===== src/rtl/axi4_lite_master_pkg.sv =====
// Shared types and constants for the AXI4-Lite master: bus widths, response codes, FSM states.
package axi4_lite_master_pkg;

    localparam int unsigned AXI_ADDR_W = 32;
    localparam int unsigned AXI_DATA_W = 32;

    localparam logic [1:0] RESP_OKAY   = 2'b00;
    localparam logic [1:0] RESP_EXOKAY = 2'b01;
    localparam logic [1:0] RESP_SLVERR = 2'b10;
    localparam logic [1:0] RESP_DECERR = 2'b11;

    typedef enum logic [2:0] {
        ST_IDLE     = 3'd0,
        ST_WR_ISSUE = 3'd1,
        ST_WR_RESP  = 3'd2,
        ST_RD_ISSUE = 3'd3,
        ST_RD_RESP  = 3'd4
    } state_e;

    // Error responses are exactly the codes with bit[1] set.
    function automatic logic resp_is_err(input logic [1:0] resp);
        return (resp == RESP_SLVERR) || (resp == RESP_DECERR);
    endfunction

endpackage


===== src/rtl/axi4_lite_master.sv =====
// Single-outstanding AXI4-Lite master: turns one CPU load/store into an AW/W/B or AR/R exchange.
// Every output is a flop; inputs only steer the next-state and next-output logic.
module axi4_lite_master
    import axi4_lite_master_pkg::*;
#(
    parameter int unsigned ADDR_W = AXI_ADDR_W,
    parameter int unsigned DATA_W = AXI_DATA_W
) (
    input  logic                ACLK,
    input  logic                ARESET,
    input  logic                REQ_VALID,
    output logic                REQ_READY,
    input  logic                REQ_WE,
    input  logic [ADDR_W-1:0]   REQ_ADDR,
    input  logic [DATA_W-1:0]   REQ_WDATA,
    input  logic [DATA_W/8-1:0] REQ_WSTRB,
    output logic                RSP_VALID,
    output logic [DATA_W-1:0]   RSP_RDATA,
    output logic                RSP_ERR,
    output logic                AW_VALID,
    input  logic                AW_READY,
    output logic [ADDR_W-1:0]   AW_ADDR,
    output logic                W_VALID,
    input  logic                W_READY,
    output logic [DATA_W-1:0]   W_DATA,
    output logic [DATA_W/8-1:0] W_STRB,
    input  logic                B_VALID,
    output logic                B_READY,
    input  logic [1:0]          B_RESP,
    output logic                AR_VALID,
    input  logic                AR_READY,
    output logic [ADDR_W-1:0]   AR_ADDR,
    input  logic                R_VALID,
    output logic                R_READY,
    input  logic [DATA_W-1:0]   R_DATA,
    input  logic [1:0]          R_RESP
);

    localparam int unsigned STRB_W = DATA_W / 8;

    state_e state_q, state_d;

    logic              req_ready_q, req_ready_d;
    logic              rsp_valid_q, rsp_valid_d;
    logic              rsp_err_q,   rsp_err_d;
    logic [DATA_W-1:0] rsp_rdata_q, rsp_rdata_d;
    logic              aw_valid_q,  aw_valid_d;
    logic              w_valid_q,   w_valid_d;
    logic              b_ready_q,   b_ready_d;
    logic              ar_valid_q,  ar_valid_d;
    logic              r_ready_q,   r_ready_d;
    logic [ADDR_W-1:0] addr_q,      addr_d;
    logic [DATA_W-1:0] wdata_q,     wdata_d;
    logic [STRB_W-1:0] wstrb_q,     wstrb_d;

    // A channel is done once its VALID has been dropped or is being accepted this cycle.
    logic aw_done_c;
    logic w_done_c;
    assign aw_done_c = !aw_valid_q || AW_READY;
    assign w_done_c  = !w_valid_q  || W_READY;

    // State register
    always_ff @(posedge ACLK) begin
        if (ARESET) begin
            state_q <= ST_IDLE;
        end else begin
            state_q <= state_d;
        end
    end

    // Next-state logic
    always_comb begin
        state_d = state_q;
        case (state_q)
            ST_IDLE:     if (REQ_VALID) state_d = REQ_WE ? ST_WR_ISSUE : ST_RD_ISSUE;
            ST_WR_ISSUE: if (aw_done_c && w_done_c) state_d = ST_WR_RESP;
            ST_WR_RESP:  if (B_VALID) state_d = ST_IDLE;
            ST_RD_ISSUE: if (AR_READY) state_d = ST_RD_RESP;
            ST_RD_RESP:  if (R_VALID) state_d = ST_IDLE;
            default:     state_d = ST_IDLE;
        endcase
    end

    // Next values of the registered outputs and the request latch
    always_comb begin
        req_ready_d = (state_d == ST_IDLE);
        rsp_valid_d = 1'b0;
        rsp_err_d   = rsp_err_q;
        rsp_rdata_d = rsp_rdata_q;
        aw_valid_d  = 1'b0;
        w_valid_d   = 1'b0;
        b_ready_d   = 1'b0;
        ar_valid_d  = 1'b0;
        r_ready_d   = 1'b0;
        addr_d      = addr_q;
        wdata_d     = wdata_q;
        wstrb_d     = wstrb_q;
        case (state_q)
            ST_IDLE: begin
                if (REQ_VALID) begin
                    addr_d     = REQ_ADDR;
                    wdata_d    = REQ_WDATA;
                    wstrb_d    = REQ_WSTRB;
                    aw_valid_d = REQ_WE;
                    w_valid_d  = REQ_WE;
                    ar_valid_d = !REQ_WE;
                end
            end
            ST_WR_ISSUE: begin
                aw_valid_d = !aw_done_c;
                w_valid_d  = !w_done_c;
                b_ready_d  = aw_done_c && w_done_c;
            end
            ST_WR_RESP: begin
                b_ready_d = !B_VALID;
                if (B_VALID) begin
                    rsp_valid_d = 1'b1;
                    rsp_err_d   = resp_is_err(B_RESP);
                end
            end
            ST_RD_ISSUE: begin
                ar_valid_d = !AR_READY;
                r_ready_d  = AR_READY;
            end
            ST_RD_RESP: begin
                r_ready_d = !R_VALID;
                if (R_VALID) begin
                    rsp_valid_d = 1'b1;
                    rsp_err_d   = resp_is_err(R_RESP);
                    rsp_rdata_d = R_DATA;
                end
            end
            default: ;
        endcase
    end

    // Output and datapath registers; REQ_READY comes out of reset high because the FSM is idle.
    always_ff @(posedge ACLK) begin
        if (ARESET) begin
            req_ready_q <= 1'b1;
            rsp_valid_q <= 1'b0;
            rsp_err_q   <= 1'b0;
            rsp_rdata_q <= '0;
            aw_valid_q  <= 1'b0;
            w_valid_q   <= 1'b0;
            b_ready_q   <= 1'b0;
            ar_valid_q  <= 1'b0;
            r_ready_q   <= 1'b0;
            addr_q      <= '0;
            wdata_q     <= '0;
            wstrb_q     <= '0;
        end else begin
            req_ready_q <= req_ready_d;
            rsp_valid_q <= rsp_valid_d;
            rsp_err_q   <= rsp_err_d;
            rsp_rdata_q <= rsp_rdata_d;
            aw_valid_q  <= aw_valid_d;
            w_valid_q   <= w_valid_d;
            b_ready_q   <= b_ready_d;
            ar_valid_q  <= ar_valid_d;
            r_ready_q   <= r_ready_d;
            addr_q      <= addr_d;
            wdata_q     <= wdata_d;
            wstrb_q     <= wstrb_d;
        end
    end

    assign REQ_READY = req_ready_q;
    assign RSP_VALID = rsp_valid_q;
    assign RSP_ERR   = rsp_err_q;
    assign RSP_RDATA = rsp_rdata_q;
    assign AW_VALID  = aw_valid_q;
    assign AW_ADDR   = addr_q;
    assign W_VALID   = w_valid_q;
    assign W_DATA    = wdata_q;
    assign W_STRB    = wstrb_q;
    assign B_READY   = b_ready_q;
    assign AR_VALID  = ar_valid_q;
    assign AR_ADDR   = addr_q;
    assign R_READY   = r_ready_q;

endmodule

===== config.mk =====
export PLATFORM = sky130hd
export DESIGN_NAME = axi4_lite_master
export DESIGN_NICKNAME = d
export VERILOG_FILES = /design/src/rtl/axi4_lite_master_pkg.sv /design/src/rtl/axi4_lite_master.sv
export SDC_FILE = /design/constraint.sdc
export NUM_CORES = 1
export LEC_CHECK = 0
export CAP_MARGIN = 20
export CORE_UTILIZATION = 41
export CTS_BUF_LIST = sky130_fd_sc_hd__clkbuf_4 sky130_fd_sc_hd__clkbuf_8
export CTS_CLUSTER_SIZE = 25
export DETAILED_ROUTE_END_ITERATION = 10
export GPL_TIMING_DRIVEN = 0
export PLACE_DENSITY = 0.93
export SYNTH_ARGS = -nofsm -noshare
export SYNTH_HDL_FRONTEND = slang
export SYNTH_SLANG_ARGS = --single-unit

===== constraint.sdc =====
create_clock -name ACLK -period 3.3 [get_ports ACLK]
set_input_delay 0.495 -clock ACLK [delete_from_list [all_inputs] [get_ports ACLK]]
set_output_delay 0.495 -clock ACLK [all_outputs]
set_load 0.02 [all_outputs]

# Word-level counts from Yosys, hierarchy flattened
# Cells that the tools add are included.
# W data, S select, Z words.
# op_classes
n_mux	20
reduce_logical	19
eq_ne	10
# op_table
operator	n
$mux W3	5
$pmux W3 S5	1
$pmux W1 S2	7
$eq A2 B2 Y1 const B	4
$logic_not A1 Y1	8
$eq A3 B2 Y1 const B	2
$logic_not A3 Y1	2
$mux W1	6
$logic_or A1 B1 Y1	4
$ne A2 B2 Y1 const B	2
$reduce_and A2 Y1	2
$eq A3 B1 Y1 const B	1
$eq A3 B3 Y1 const B	1
$reduce_and A3 Y1	1
$mux W2	1
$reduce_bool A2 Y1	1
$logic_and A1 B1 Y1	1
# totals
ff_bits	111
input_bits	113
wordCells	62
output_inout_bits	140

# Depth between registers and ports, before layout
# depth
ltp_word	6
depth_mapped	7

# Worst setup path after synthesis
# OpenSTA, ideal clock, no wires.
# synth_path
kind	in2reg
start	input ARESET
end	register addr_q[0], in the netlist AR_ADDR[0]
n_path_buf	3
arrival_ps	1375
required_ps	3168
path_slack_ps	1792
cell_stages	4
cell_sequence	clkbuf_1 clkbuf_1 clkbuf_1 a21oi_1
# synth_lines
element	line	rtl
start, declared	axi4_lite_master.sv:10	input logic ARESET,
end signal, assigned	axi4_lite_master.sv:162	addr_q <= addr_d;
end, declared	axi4_lite_master.sv:52	logic [ADDR_W-1:0] addr_q, addr_d;
# No word-level cell between the ends.

# Worst setup path in the final report
# layout_path
start	register addr_q[21], in the netlist AR_ADDR[21]
end	output AW_ADDR[21]
# layout_lines
element	line	rtl
end, declared	axi4_lite_master.sv:22	output logic [ADDR_W-1:0] AW_ADDR,
# No word-level cell between the ends.

==> reports/qor.json <==
{
  "outcome": {"value": "finished clean"},
  "antenna_violations_before_repair": {"value": 0},
  "post-route-period-util": {"value": 60.5, "unit": "%"},
  "setup_repair_after_global_routing_missed_its_margin": {"value": "no"},
  "place_worst_setup_slack": {"value": 1.04, "unit": "ns"},
  "io_pins": {"value": 253},
  "power.total": {"value": 2.98, "unit": "mW"},
  "post_synth_num_cell_types": {"value": 25},
  "crit_fanout": {"value": 3},
  "total_negative_slack": {"value": 0, "unit": "ns"},
  "number_of_stages_on_the_worst_hold_path": {"value": 2},
  "worstHoldStart": {"value": "RSP_RDATA[0]"},
  "synth.top_cells.by_area": {"value": "sky130_fd_sc_hd__dfxtp_1 54%, sky130_fd_sc_hd__nand2_1 19%, sky130_fd_sc_hd__a21oi_1 13%, sky130_fd_sc_hd__buf_4 6.0%, sky130_fd_sc_hd__clkbuf_1 2.2%"},
  "fin_hold_ws": {"value": 0.461, "unit": "ns"},
  "grt_start_max_net_pins": {"value": 17},
  "post_dp_cell_area": {"value": 0.00681, "unit": "sq mm"},
  "final_worst_path_setup_slack": {"value": 1.31, "unit": "ns"},
  "gpl.final_weighted_congestion": {"value": 0.774},
  "num_antenna_cells": {"value": 0},
  "path_buf_inv": {"value": 2},
  "die_h": {"value": 103, "unit": "microns"},
  "hold_class": {"value": "reg -> reg"},
  "synth.top_cell.area_share": {"value": 53.6, "unit": "%"},
  "grt.overflow.total": {"value": 0},
  "yosys_register_bits": {"value": 111},
  "clock.fmax": {"value": 501, "unit": "MHz"},
  "critical_path_required": {"value": 2.80, "unit": "ns"},
  "synth_sequential_area_ratio": {"value": 53.6, "unit": "%"},
  "most_numerous_cell_in_the_yosys_netlist": {"value": "sky130_fd_sc_hd__nand2_1"},
  "critical_path.cell_chain": {"value": "buf_4 -> clkdlybuf4s50_1"},
  "report.final.setup_viol": {"value": 0},
  "post_synth.cell_area_avg": {"value": 7.96, "unit": "sq um"},
  "dr_total_vias": {"value": 4397},
  "total_of_hold_buffers_inserted_after_clock_tree_synthesis": {"value": 0},
  "final_max_slew_viol_count": {"value": 0},
  "placementRows": {"value": 36},
  "power.ir.vdd_worst": {"value": 0.000265, "unit": "V"},
  "postSynthNetCount": {"value": 634},
  "worstMarginPinSlew": {"value": 0.607, "unit": "ns"},
  "drcViolationCount": {"value": 0},
  "critPathLaunchType": {"value": "flip-flop"},
  "hpwlAfterDp": {"value": 10600, "unit": "microns"},
  "first_global_vias": {"value": 4146},
  "critical_path.endpoint_type": {"value": "primary output"},
  "clockBufferDepth": {"value": 2},
  "count_of_buffers_added_by_post_cts_timing_repair_for_setup": {"value": 0},
  "initial_core_util": {"value": 42.4, "unit": "%"},
  "wire_length_of_the_first_global_routing_pass": {"value": 19800, "unit": "microns"},
  "cp_slowest_stage_delay": {"value": 0.61, "unit": "ns"},
  "via_per_inst": {"value": 4.78},
  "yosys_most_used_dff": {"value": "sky130_fd_sc_hd__dfxtp_1"},
  "synthesized_area": {"value": 0.00415, "unit": "sq mm"},
  "wl_per_cell": {"value": 14.6, "unit": "microns"},
  "cts-resized-gates": {"value": 0},
  "cts_max_level": {"value": 3},
  "drt-total-wl": {"value": 13400, "unit": "microns"},
  "core_region_area": {"value": 0.00977, "unit": "sq mm"},
  "dr.pass1.iters": {"value": 6},
  "synth_largest_area_cell": {"value": "sky130_fd_sc_hd__dfxtp_1"},
  "path_delay_family": {"value": "buffers and inverters"},
  "area_delta_synth_final": {"value": 68.6, "unit": "%"},
  "die_area": {"value": 0.0105, "unit": "sq mm"},
  "mapped_cells": {"value": 521},
  "fp.dieW": {"value": 103, "unit": "microns"},
  "leakage": {"value": 2.58, "unit": "nW"},
  "clock_pin_slew_on_the_worst_setup_and_hold_paths": {"value": 0.09, "unit": "ns"},
  "synth_enable_flop_cells": {"value": 0},
  "stdcell_area": {"value": 0.00699, "unit": "sq mm"},
  "ff2ff_setup_slack": {"value": 1.53, "unit": "ns"},
  "port_buffers": {"value": 249},
  "cts_made_buffers": {"value": 9},
  "drtAntennaViolNets": {"value": 0},
  "fin_nets": {"value": 894},
  "fill_cell_instance_count_of_the_final_layout": {"value": 737},
  "critPathKind": {"value": "reg -> out"},
  "timing.critical_path.arrival": {"value": 1.50, "unit": "ns"},
  "timing.slew.headroom": {"value": 59.5, "unit": "%"},
  "globalRouteTotalUtil": {"value": 24.7, "unit": "%"},
  "ctsRootBufferMaster": {"value": "sky130_fd_sc_hd__clkbuf_8"},
  "timing.critical_path.depth": {"value": 2},
  "async_reset_ff_share": {"value": 0, "unit": "%"},
  "final_hold_viol_count": {"value": 0},
  "reg2reg_to": {"value": "AR_ADDR[3]"},
  "post-route-min-period": {"value": 1.99, "unit": "ns"},
  "ff_to_ff_start": {"value": "state_q[0]"},
  "timing.reg2reg.worst_path_depth": {"value": 7},
  "drt_iter0_markers": {"value": 145},
  "timing.max_cap.violations": {"value": 0},
  "clkSinkCount": {"value": 111},
  "ys.warnings.count": {"value": 0},
  "worstSkewPairLatency": {"value": 0.35, "unit": "ns"},
  "final_layout_size_suffix_gt1_share": {"value": 8.02, "unit": "%"},
  "hold_path_end": {"value": "RSP_RDATA[0]"},
  "fin_worst_skew": {"value": 0.00630, "unit": "ns"},
  "tritoncts": {"value": "done"},
  "pwr_density_cell": {"value": 427, "unit": "mW/mm^2"},
  "synth.top_cells.by_count": {"value": "206 x sky130_fd_sc_hd__nand2_1, 111 x sky130_fd_sc_hd__dfxtp_1, 105 x sky130_fd_sc_hd__a21oi_1"},
  "crit_path_top_delay_cell": {"value": "sky130_fd_sc_hd__clkdlybuf4s50_1"}
}
## power by group
part / leakage (nW) / switching [mW] / internal (mW)
sequential: 0.906 / 0.0514 / 1.42
combinational: 1.58 / 0.364 / 0.390
clock: 0.0963 / 0.432 / 0.332
total: 2.58 / 0.848 / 2.14
## worst reg2reg max path: stages (launching register included)
cell                       delay [ns]
sky130_fd_sc_hd__dfxtp_1         0.30
sky130_fd_sc_hd__buf_2           0.16
sky130_fd_sc_hd__nor2_2          0.24
sky130_fd_sc_hd__nand3b_1        0.28
sky130_fd_sc_hd__buf_2           0.30
sky130_fd_sc_hd__buf_2           0.22
sky130_fd_sc_hd__nand2_1         0.09
sky130_fd_sc_hd__a21oi_1         0.07
## layout make-up
class / instances / area, sq um / area share (%)
Multi-Input combinational cell: 341 / 1520 / 21.8
Clock buffer: 13 / 166 / 2.38
Buffer: 68 / 399 / 5.71
Sequential cell: 111 / 2220 / 31.8
Timing Repair Buffer: 249 / 2490 / 35.7
Tap cell: 133 / 166 / 2.38
Clock inverter: 3 / 17.5 / 0.251
Inverter: 1 / 3.75 / 0.0537
## state kept, by name (all words and copies together) (netlist names)
name	cells
RSP_RDATA	32
W_DATA	32
RSP_ERR	1
RSP_VALID	1
AW_VALID	1
AR_VALID	1
W_STRB	4
REQ_READY	1
state_q	3
W_VALID	1
B_READY	1
AR_ADDR	32
R_READY	1
## worst max-delay path by stage
stage	from	endpoint	slack, ns
3_3_place_gp	REQ_VALID	AR_ADDR[15]	1.06
3_5_place_dp	REQ_VALID	AR_ADDR[11]	1.04
2_1_floorplan	ARESET	AR_ADDR[0]	1.79
6_report	AR_ADDR[21]	AW_ADDR[21]	1.31
5_1_grt	AR_ADDR[21]	AW_ADDR[21]	1.24
4_1_cts	AR_ADDR[21]	AW_ADDR[21]	1.26
## cell usage in the layout, fill, tap and decap left out
cell	count
sky130_fd_sc_hd__buf_6	1
sky130_fd_sc_hd__o311ai_0	1
sky130_fd_sc_hd__nor2_1	3
sky130_fd_sc_hd__nand3b_1	5
sky130_fd_sc_hd__nor3_1	1
sky130_fd_sc_hd__a221oi_1	1
sky130_fd_sc_hd__nand3_1	3
sky130_fd_sc_hd__clkbuf_4	2
sky130_fd_sc_hd__clkinv_2	2
sky130_fd_sc_hd__or3b_1	1
sky130_fd_sc_hd__clkbuf_1	24
sky130_fd_sc_hd__a21oi_1	105
sky130_fd_sc_hd__nor2b_1	5
sky130_fd_sc_hd__a21oi_2	1
sky130_fd_sc_hd__nor4b_4	1
sky130_fd_sc_hd__clkbuf_8	11
sky130_fd_sc_hd__a21o_1	1
sky130_fd_sc_hd__clkdlybuf4s50_1	249
sky130_fd_sc_hd__clkinvlp_4	1
sky130_fd_sc_hd__dfxtp_1	111
sky130_fd_sc_hd__a311oi_1	1
sky130_fd_sc_hd__inv_1	1
sky130_fd_sc_hd__buf_4	33
sky130_fd_sc_hd__or3_1	1
sky130_fd_sc_hd__nand2_1	206
sky130_fd_sc_hd__and3_1	1
sky130_fd_sc_hd__buf_2	10
sky130_fd_sc_hd__or4b_1	2
sky130_fd_sc_hd__o31a_1	1
sky130_fd_sc_hd__nor2_2	1
## metal layers
| metal | track usage (%) | vias to the layer above | wire length (microns) |
|---|---|---|---|
| li1 | - | 2168 | - |
| met1 | 27.3 | 2028 | 5050 |
| met2 | 45.4 | 178 | 7080 |
| met3 | 5.63 | 23 | 1040 |
| met4 | 10.2 | 0 | 262 |
| met5 | 0 | - | 0 |
## kinds of logic after synthesis
family          Yosys count  synth area share (%)
simple gates            230                  22.8
flops                   111                  53.6
compound gates          111                  13.9
buf+inv                  69                  9.72
## through the flow
step,instances,util (%)
floorplan,521,-
global route,919,71.5
finish,919,71.5
CTS,919,71.5
global placement,903,69.6
detailed placement,903,69.6
No activity file was read; power rests on OpenSTA's default activity.
